### config.mk
export PLATFORM = sky130hd
export DESIGN_NAME = fetch_sequencer
export DESIGN_NICKNAME = d
export VERILOG_FILES = /design/src/rtl/fetch_sequencer.sv
export SDC_FILE = /design/constraint.sdc
export NUM_CORES = 1
export LEC_CHECK = 0
export BUFFER_PORTS_ARGS = -buffer_cell sky130_fd_sc_hd__buf_4
export CAP_MARGIN = 20
export CORE_ASPECT_RATIO = 0.75
export CORE_MARGIN = 4
export CORE_UTILIZATION = 52
export DETAILED_ROUTE_END_ITERATION = 7
export GPL_TIMING_DRIVEN = 0
export PLACE_DENSITY = 0.85
export SLEW_MARGIN = 20
export SYNTH_ARGS = -nofsm -noshare
export SYNTH_HDL_FRONTEND = slang
export SYNTH_SLANG_ARGS = --single-unit
### constraint.sdc
create_clock -name clk -period 4.3 [get_ports clk]
set_clock_uncertainty 0.1 [all_clocks]
set_input_delay 0.43 -clock clk [delete_from_list [all_inputs] [get_ports clk]]
set_output_delay 0.43 -clock clk [all_outputs]
set_load 0.02 [all_outputs]
### src/rtl/fetch_sequencer.sv
// -----------------------------------------------------------------------------
// fetch_sequencer
//   Owns the architectural fetch PC and runs the instruction-memory handshake
//   for the single-issue core. Only one imem request is ever outstanding, and
//   the fetched word is handed to decode through a valid/ready register stage.
//   Redirects retarget the PC. A redirect that lands while a request is in
//   flight marks that request as killed, so its response is thrown away. A
//   misaligned redirect target parks the sequencer in FAULT until reset.
//
// Ports
//   clk, reset_n                      clock, asynchronous active-low reset
//   imem_req_valid/ready/addr         fetch request channel (addr == pc)
//   imem_rsp_valid/data               fetch response, one per accepted request
//   inst_valid/ready/data/pc          instruction handed to decode
//   redirect_valid/target             control-flow redirect (1-cycle pulse)
//   halt                              level, blocks new fetches when entering REQ
//   pc                                current fetch PC
//   misalign_fault                    sticky, redirect target not word aligned
//
// Optional build macro
//   FETCH_SEQUENCER_PERF_EN           adds saturating perf_fetch_count and
//                                     perf_kill_count outputs
// -----------------------------------------------------------------------------
module fetch_sequencer #(
  parameter logic [31:0] RESET_VECTOR = 32'h0000_0000,
  parameter int unsigned PC_STEP      = 4
) (
  input  logic        clk,
  input  logic        reset_n,
  output logic        imem_req_valid,
  input  logic        imem_req_ready,
  output logic [31:0] imem_req_addr,
  input  logic        imem_rsp_valid,
  input  logic [31:0] imem_rsp_data,
  output logic        inst_valid,
  input  logic        inst_ready,
  output logic [31:0] inst_data,
  output logic [31:0] inst_pc,
  input  logic        redirect_valid,
  input  logic [31:0] redirect_target,
  input  logic        halt,
  output logic [31:0] pc,
  output logic        misalign_fault
`ifdef FETCH_SEQUENCER_PERF_EN
  ,
  output logic [31:0] perf_fetch_count,
  output logic [31:0] perf_kill_count
`endif
);

  typedef enum logic [2:0] {IDLE, REQ, WAIT, HOLD, FAULT} state_t;

  state_t      state, state_nxt;
  logic [31:0] pc_nxt;
  logic        kill, kill_nxt;
  logic        capture;
  logic        redirect_ok;
  logic        redirect_bad;

  assign redirect_ok  = redirect_valid && (redirect_target[1:0] == 2'b00);
  assign redirect_bad = redirect_valid && (redirect_target[1:0] != 2'b00);

  // State register
  // NOTE: sequential state uses non-blocking assignments so every flop
  // samples the pre-edge values regardless of block ordering.
  always_ff @(posedge clk or negedge reset_n) begin
    if (!reset_n) state <= IDLE;
    else          state <= state_nxt;
  end

  // Next-state and next-datapath logic
  always_comb begin
    // NOTE: every target gets a default first, so no path through the
    // case statement can leave a value unassigned and infer a latch.
    state_nxt = state;
    pc_nxt    = pc;
    kill_nxt  = kill;
    capture   = 1'b0;

    unique case (state)
      IDLE: begin
        if (redirect_ok) pc_nxt = redirect_target;
        if (!halt)       state_nxt = REQ;
      end
      REQ: begin
        // The address may only move before acceptance, and only because of a redirect.
        if (redirect_ok) pc_nxt = redirect_target;
        if (imem_req_ready) begin
          state_nxt = WAIT;
          kill_nxt  = redirect_ok;
        end
      end
      WAIT: begin
        if (redirect_ok) pc_nxt = redirect_target;
        if (imem_rsp_valid) begin
          if (kill || redirect_valid) begin
            kill_nxt  = 1'b0;
            state_nxt = halt ? IDLE : REQ;
          end else begin
            capture   = 1'b1;
            pc_nxt    = pc + 32'(PC_STEP);
            state_nxt = HOLD;
          end
        end else if (redirect_ok) begin
          kill_nxt = 1'b1;
        end
      end
      HOLD: begin
        // A redirect takes priority over a handshake in the same cycle.
        if (redirect_ok) begin
          pc_nxt    = redirect_target;
          state_nxt = halt ? IDLE : REQ;
        end else if (inst_ready) begin
          state_nxt = halt ? IDLE : REQ;
        end
      end
      FAULT: ;
      default: state_nxt = IDLE;
    endcase

    // A bad target overrides everything else. The PC keeps its old value, and
    // any response still in flight is absorbed silently in FAULT.
    if (redirect_bad && state != FAULT) begin
      state_nxt = FAULT;
      pc_nxt    = pc;
      kill_nxt  = 1'b0;
    end
  end

  // Datapath registers
  always_ff @(posedge clk or negedge reset_n) begin
    if (!reset_n) begin
      pc        <= RESET_VECTOR;
      kill      <= 1'b0;
      inst_data <= 32'h0;
      inst_pc   <= 32'h0;
    end else begin
      pc   <= pc_nxt;
      kill <= kill_nxt;
      if (capture) begin
        inst_data <= imem_rsp_data;
        inst_pc   <= pc;
      end
    end
  end

  // Outputs decoded from the state
  always_comb begin
    imem_req_valid = (state == REQ);
    imem_req_addr  = pc;
    inst_valid     = (state == HOLD);
    misalign_fault = (state == FAULT);
  end

`ifdef FETCH_SEQUENCER_PERF_EN
  logic fetch_evt;
  logic kill_evt;

  assign fetch_evt = (state == HOLD) && inst_ready && !redirect_valid;
  assign kill_evt  = ((state == WAIT) && imem_rsp_valid && (kill || redirect_valid)) ||
                     ((state == HOLD) && redirect_valid);

  always_ff @(posedge clk or negedge reset_n) begin
    if (!reset_n) begin
      perf_fetch_count <= 32'h0;
      perf_kill_count  <= 32'h0;
    end else begin
      if (fetch_evt && perf_fetch_count != 32'hFFFF_FFFF)
        perf_fetch_count <= perf_fetch_count + 32'd1;
      if (kill_evt && perf_kill_count != 32'hFFFF_FFFF)
        perf_kill_count <= perf_kill_count + 32'd1;
    end
  end
`else
  // The base build carries no performance counters.
`endif

endmodule
After elaboration in Yosys (flattened, before gate mapping)
Cells that the tools add are included.
W data, S select, Z words.
{"block": "classes", "n_eq_ne": 12, "n_bitwise": 1, "n_reduce_logical": 13, "add_sub_neg": 1, "n_mux": 22}
{"cell": "$mux W32", "count": 3}
{"cell": "$pmux W32 S2", "count": 1}
{"cell": "$add A32 B3 Y32 const B", "count": 1}
{"cell": "$mux W3", "count": 6}
{"cell": "$pmux W3 S5", "count": 1}
{"cell": "$mux W1", "count": 9}
{"cell": "$ne A3 B3 Y1 const B", "count": 3}
{"cell": "$ne A4 B4 Y1 const B", "count": 2}
{"cell": "$eq A3 B2 Y1 const B", "count": 2}
{"cell": "$reduce_and A5 Y1", "count": 1}
{"cell": "$ne A4 B1 Y1 const B", "count": 1}
{"cell": "$reduce_and A4 Y1", "count": 1}
{"cell": "$reduce_bool A2 Y1", "count": 2}
{"cell": "$eq A3 B1 Y1 const B", "count": 1}
{"cell": "$eq A3 B3 Y1 const B", "count": 1}
{"cell": "$logic_and A1 B1 Y1", "count": 3}
{"cell": "$logic_not A3 Y1", "count": 1}
{"cell": "$ne A3 B1 Y1 const B", "count": 1}
{"cell": "$reduce_bool A3 Y1", "count": 1}
{"cell": "$reduce_or A3 Y1", "count": 1}
{"cell": "$logic_not A2 Y1", "count": 1}
{"cell": "$mux W2", "count": 1}
{"cell": "$ne A2 B1 Y1 const B", "count": 1}
{"cell": "$pmux W1 S2", "count": 1}
{"cell": "other kinds (3)", "count": 3}
{"block": "word_totals", "register_bits": 100, "elab_cells": 54, "inputBits": 71, "out_inout_bits": 131}

Logic depth before layout (Yosys ltp)
Gate-level depths: netlist of run 1.
{"block": "logic_depth", "word_depth": 6, "mapped_depth": 9, "ltp_nobuf": 6}

Worst setup path after synthesis of run 1
No wires, ideal clock.
{"block": "synth_path", "path_kind": "register -> register", "start": "register pc[15], in the netlist imem_req_addr[15]", "end": "register pc[30], in the netlist imem_req_addr[30]", "period_less_slack_ns": 2.285, "setup_ns": 0.063, "required_ns": 4.137, "setup_slack_ns": 2.015, "stages_incl_launch_ff": 7, "path_buffers": 1, "arrival_ns": 2.122, "path_cell_list": "dfrtp_1 buf_4 nand4_4 or4_4 or4b_1 a21oi_1 o22a_2"}
{"block": "synth_via", "elab_chain_cells": 4}
{"element": "from (decl)", "line": "42", "source": "output logic [31:0] pc,"}
{"element": "from (signal assigned)", "line": "138", "source": "pc <= pc_nxt;"}
{"element": "$add A32 B3 Y32", "line": "101", "source": "pc_nxt = pc + 32'(PC_STEP);"}
{"element": "$mux W32", "line": "96", "source": "if (kill || redirect_valid) begin"}
{"element": "$mux W32", "line": "95", "source": "if (imem_rsp_valid) begin"}
{"element": "$pmux W32 S2", "line": "80", "source": "unique case (state)"}
Every way passes these cells.
A chain may end at the register's enable or synchronous reset.

Worst setup path after layout of run 1
{"block": "layout_path", "start": "register kill", "end": "register pc[6], in the netlist imem_req_addr[6]"}
{"block": "layout_via", "elab_chain_cells": 4}
{"element": "from (decl)", "line": "55", "source": "logic kill, kill_nxt;"}
{"element": "from (signal assigned)", "line": "139", "source": "kill <= kill_nxt;"}
{"element": "$logic_or A1 B1 Y1", "line": "96"}
{"element": "$mux W32", "line": "96"}
{"element": "$mux W32", "line": "95"}
{"element": "$pmux W32 S2", "line": "80"}
Every way passes these cells.

==> results.toml, run 1 <==
[power]
combPwrFrac_pct = 44.0
seqPwrFrac_pct = 36.6
ir_drop_mv = 0.390
p_sw_w = 0.00165
swShare_pct = 41.0
pwr-share-clk_pct = 19.4
p_per_area_mw_per_mm2 = 586
intPower_w = 0.00237
p_total_w = 0.00402
p_leak_nw = 3.64

[synth]
synth_top_cells_by_area = "dfrtp_1 (51%), nand2_1 (15%), buf_4 (5.4%), a21oi_1 (3.1%), o22ai_1 (2.3%)"
ys_seq_area_share_pct = 51.1
avgSynthCellArea_um2 = 8.61
synthDistinctLibCells = 53
synth_seq_cells = 100
yosys_warnings = 0
async_flop_share_pct = 100
synth_edf_count = 0
syn_area_mm2 = 0.00490
postSynthCellCount = 569
yosysTopAreaCellShare_pct = 51.1
synth.net_count = 641
ys.flop_type = "dfrtp_1"
synth_area_leader_cell = "dfrtp_1"

[sta]
rsz0062_at_grt = "no"
worst_pin_slew_ns = 1.02
relSlewSlack_pct = 31.7
fin_crit_sh_pct = 63.3
final.setup.tns_ns = 0
finalHoldViolCount = 0
drv_slew = 0
min_period_ns = 2.72
hold_slack_ns = 0.0792
fmax_mhz = 368
setup_viol = 0

[job]
max_cap_viol_count = 0

[place]
place_area_mm2 = 0.00657
gp_congestion = 0.947
numPortBuffers = 201
dpl.hpwl_um = 12100
post-place-cells = 898

[cts]
insertion_delay_ns = 0.35
clock_path_buffers = 2
cts_setup_buffers = 0
cts_tree = "done"
clockRootBuffer = "clkbuf_16"
post_cts_resized = 0
cts_hold_buf = 0
h-tree-depth = 3
cts_num_sinks = 100
cts_made_buffers = 9
path_clk_slew_ns = 0.07

[critical_path]
cp_max_fo = 10
cpPeakStageDelay_ns = 0.56
path_cells = "or3b_1 > o21bai_1 > a21oi_1 > buf_2 > o21ai_0 > a21oi_1"
worst-setup-path-type = "flip-flop to flip-flop"
start_kind = "flip-flop"
crit_top_cell = "a21oi_1"
crit_required_ns = 4.47
cpMaxStageDelayCell = "a21oi_1"
arrival_ns = 2.89
reg2reg_slack_ns = 1.58
end_kind = "flip-flop"

[grt]
grt_antenna_before_repair = 0
grt_overflow = 0
grt_max_degree = 101
grt_pass1_wl_um = 25400
track_usage_pct = 29.1
grt_pass1_vias = 4971

[floorplanning]
initial_core_util_pct = 53.7
die_x_um = 120
die_area_mm2 = 0.0111
pin_count = 202
die_h_um = 92.1
row_count = 30
core_area_mm2 = 0.00912

[final_layout]
fill_cells = 709
num-nets-final = 853
fin_cells = 914
drive_above_1_share_pct = 34.4
n_antenna_cell = 0
syn_to_final_growth_pct = 40.1
final_area_mm2 = 0.00686

[detailed_routing]
first_pass_iters = 5
via_per_inst = 5.65
antenna_left = 0
dr_total_vias = 5162
avgRoutedWirePerCell_um = 17.7
wl_um = 16200
drt-initial-drc-count = 398
drcViolationCount = 0

[worst_hold_path]
worstHoldPathType = "primary input to async pin"

[status]
status = "completed"
## state kept, by name (all words and copies together) (netlist names)
name / flops
imem_req_addr: 32
inst_data: 32
inst_pc: 32
state: 3
kill: 1
## cells in the mapped netlist, drive strengths merged, types with 5 or more instances
cell and n:
o21ai 21, a211oi 5, clkbuf 21, and3 7, o22ai 18, nor4 5
dfrtp 100, nor2 16, nand3 12, nand2 200, a21oi 30, nand4 8
nor3 15, buf 42, inv 12, a311oi 6
## power by group through the flow
stage | Combinational (W) | Sequential (W) | Clock (W)
global placement | 0.00173 | 0.00146 | 0
finish | 0.00177 | 0.00147 | 0.000778
detailed placement | 0.00177 | 0.00148 | 0
global route | 0.00189 | 0.00150 | 0.000824
CTS | 0.00177 | 0.00146 | 0.000790
floorplan | 0.000737 | 0.00167 | 0
## routing by layer
| metal | vias up | part of all wire, % | track usage [%] |
|---|---|---|---|
| met1 | 2463 | 40 | 37.1 |
| met5 | - | 0 | 0 |
| met3 | 48 | 10 | 9.12 |
| li1 | 2349 | - | - |
| met2 | 302 | 47 | 46.9 |
| met4 | 0 | 2.9 | 10.4 |
## cell usage in the layout, fill, tap and decap left out, types with 15 or more instances in the layout
cell / netlist / layout
a21oi_1: 30 / 30
buf_4: 35 / 235
clkbuf_1: 21 / 21
dfrtp_1: 100 / 100
nand2_1: 200 / 200
nor2_1: 15 / 15
nor3_1: 15 / 15
o21ai_0: 21 / 21
o22ai_1: 18 / 18
## critical path: cells and delay by family (launching register included)
family | cells | cell delay, ns
flops | 1 | 0.44
compound gates | 4 | 1.28
simple gates | 1 | 0.45
buf+inv | 1 | 0.36
## final cells by class
type | instances | area (µm²) | share of cell area [%]
clock buffer | 10 | 239 | 3.48
tap | 128 | 160 | 2.33
buffer | 63 | 374 | 5.45
inverter | 12 | 45.0 | 0.656
timing repair buffer | 201 | 1510 | 22.0
multi-input combinational | 394 | 1980 | 28.9
sequential | 100 | 2500 | 36.5
clock inverter | 6 | 47.5 | 0.693
## kinds of logic (layout without fill, tap and decap cells)
logic type,after synthesis,count (layout),share of synthesized area (%)
buffers and inverters,75,292,8.56
and+or+nand+nor,282,282,25.3
DFF,100,100,51.1
AOI/OAI and AO/OA,109,109,14.4
adders and majority gates,1,1,0.255
muxes,2,2,0.409
## per-stage QoR
step / util (%) / setup slack (ns)
after detailed placement: 72.0 / 1.42
after global routing: 75.2 / 1.48
after global placement: 72.0 / 1.51
after CTS: 75.2 / 1.69
after floorplan: - / 2.02
final: 75.2 / 1.58
## path summary, 6_finish.rpt
path,end,cells after the start,start
hold / removal,inst_data[20]$_DFFE_PN0P_,1,reset_n
setup reg to reg,imem_req_addr[6]$_DFFE_PN0P_,6,kill$_DFFE_PN0P_
setup / recovery,imem_req_addr[6]$_DFFE_PN0P_,6,kill$_DFFE_PN0P_
min in group clk,inst_data[10]$_DFFE_PN0P_,3,imem_rsp_data[10]
hold reg to reg,inst_data[4]$_DFFE_PN0P_,2,inst_data[4]$_DFFE_PN0P_
max in group asynchronous,imem_req_addr[17]$_DFFE_PN0P_,1,reset_n
No activity file was read; power rests on OpenSTA's default activity.
==> run 2: changes to the inputs <==
CORE_UTILIZATION = 44   (was 52)
PLACE_DENSITY = 0.77   (was 0.85)
clock period = 2.26 ns   (was 4.3 ns; I/O delays follow)
==> run 2 against run 1 <==
Compared with the run above: worst hold slack worse by 0.068 ns; combinational power increased by 97%; sequential power up 93%; sequential share of layout area decreased by 2.5 points; via count is 1.8% higher; critical endpoint is now imem_req_addr[30]$_DFFE_PN0P_; largest cell class unchanged; highest routed layer unchanged.
==> results.toml, run 2 (synthesized netlist as in run 1, its figures left out) <==
[status]
status = "completed"

[critical_path]
crit_required_ns = 2.45
cpPeakStageDelay_ns = 0.56
end_kind = "flip-flop"
arrival_ns = 2.42
cpMaxStageDelayCell = "or4_4"
path_cells = "nand4_1 > or4_4 > or4b_1 > a21oi_1 > o22a_2"
start_kind = "flip-flop"
cp_max_fo = 6
worst-setup-path-type = "flip-flop to flip-flop"

[detailed_routing]
wl_um = 16900
drcViolationCount = 0
first_pass_iters = 7
avgRoutedWirePerCell_um = 17.5
via_per_inst = 5.45
dr_total_vias = 5256
drt-initial-drc-count = 455
antenna_left = 0

[final_layout]
layout.cells.most_common = "buf_4"
fill_cells = 875
utilization_pct = 68.0
layout.area.seq_mm2 = 0.00252
layout_common_cells = "buf_4 (245), nand2_1 (200), dfrtp_1 (87)"
syn_to_final_growth_pct = 51.4
n_antenna_cell = 0
multi_input_area_mm2 = 0.00203
num-nets-final = 892
drive_above_1_share_pct = 38.3

[sta]
setup_slack_ns = 0.0352
worst_pin_slew_ns = 0.939
final.setup.tns_ns = 0
finalHoldViolCount = 0
rsz0062_at_grt = "yes"
fmax_mhz = 449
min_period_ns = 2.22
fin_crit_sh_pct = 98.4
drv_slew = 0
setup_viol = 0
relSlewSlack_pct = 37.4

[cts]
path_clk_slew_ns = 0.07
cts_num_sinks = 100
clock_path_buffers = 2
h-tree-depth = 3
cts_made_buffers = 9
cts_tree = "done"
clockRootBuffer = "clkbuf_16"
insertion_delay_ns = 0.35

[place]
numPortBuffers = 201
dpl.hpwl_um = 11700
dp_slack_ns = -0.334
gp_congestion = 0.972

[power]
combPwrFrac_pct = 43.6
seqPwrFrac_pct = 35.3
p_sw_w = 0.00315
p_per_area_mw_per_mm2 = 1080
ir_drop_mv = 0.720
swShare_pct = 39.3
pwr-share-clk_pct = 21.1
p_leak_nw = 3.88
p_total_w = 0.00802
intPower_w = 0.00487

[grt]
grt_max_degree = 101
grt_pass1_wl_um = 25900
track_usage_pct = 25.4
grt_pass1_vias = 5114
grt_overflow = 0
grt_antenna_before_repair = 0

[floorplanning]
die_x_um = 130
core_area_mm2 = 0.0109
die_h_um = 99.4
pin_count = 202
die_area_mm2 = 0.0129
row_count = 33
initial_core_util_pct = 44.9

[job]
max_cap_viol_count = 0

[worst_hold_path]
worstHoldPathType = "primary input to flip-flop"
run 2: power groups by stage:
| stage | Sequential (W) | Combinational, W | Clock, W |
|---|---|---|---|
| global placement | 0.00280 | 0.00330 | 0 |
| CTS | 0.00280 | 0.00345 | 0.00172 |
| detailed placement | 0.00282 | 0.00335 | 0 |
| floorplan | 0.00318 | 0.00140 | 0 |
| finish | 0.00283 | 0.00349 | 0.00170 |
| global route | 0.00290 | 0.00373 | 0.00178 |
run 2: critical path: cells and delay by family (launching register included):
| family | cells | cell delay [ns] |
|---|---|---|
| AND/OR/NAND/NOR | 3 | 1.33 |
| flip-flops | 1 | 0.44 |
| AO/OA/AOI/OAI | 2 | 0.30 |
run 2: layer usage:
layer  track usage (%)  wire (µm)  vias up
met5                 0          0        -
met2              40.5       7940      310
met3              7.14       1730       33
li1                  -          -     2420
met1              34.2       6940     2493
met4              7.03        278        0
run 2: final timing paths:
check,start,to,slack (ns),cells after the start
setup / recovery,imem_req_addr[24]$_DFFE_PN0P_,imem_req_addr[30]$_DFFE_PN0P_,0.04,5
hold / removal,imem_rsp_data[8],inst_data[8]$_DFFE_PN0P_,0.01,3
setup reg to reg,imem_req_addr[24]$_DFFE_PN0P_,imem_req_addr[30]$_DFFE_PN0P_,0.04,5
hold reg to reg,inst_pc[30]$_DFFE_PN0P_,inst_pc[30]$_DFFE_PN0P_,0.38,2
max in group asynchronous,reset_n,imem_req_addr[2]$_DFFE_PN0P_,0.90,2
min in group asynchronous,reset_n,state[0]$_DFFE_PN0P_,0.43,2
run 2: final cells by class:
class	instances	share of cell area, %
sequential	100	34.0
multi-input combinational	394	27.3
timing repair buffer	244	25.8
buffer	59	5.50
clock buffer	13	3.51
tap	140	2.36
clock inverter	3	0.928
inverter	12	0.607
run 2: what timing repair did:
action / CTS / global route
resized for setup: 25 / 24
hold buffers: 31 / 0
endpoints found under the setup margin: 78 / 90
setup buffers: 5 / 7
pin swaps: 4 / 4
hold endpoints to repair: 130 / 0
run 2: through the flow:
step	cell area [µm²]	cells	hold slack (ns)
2_1_floorplan	4900	569	-0.170
3_3_place_gp	6590	910	0.317
3_5_place_dp	6590	910	0.297
4_1_cts	7320	962	0.00176
5_1_grt	7420	965	0.0198
6_report	7420	965	0.0113
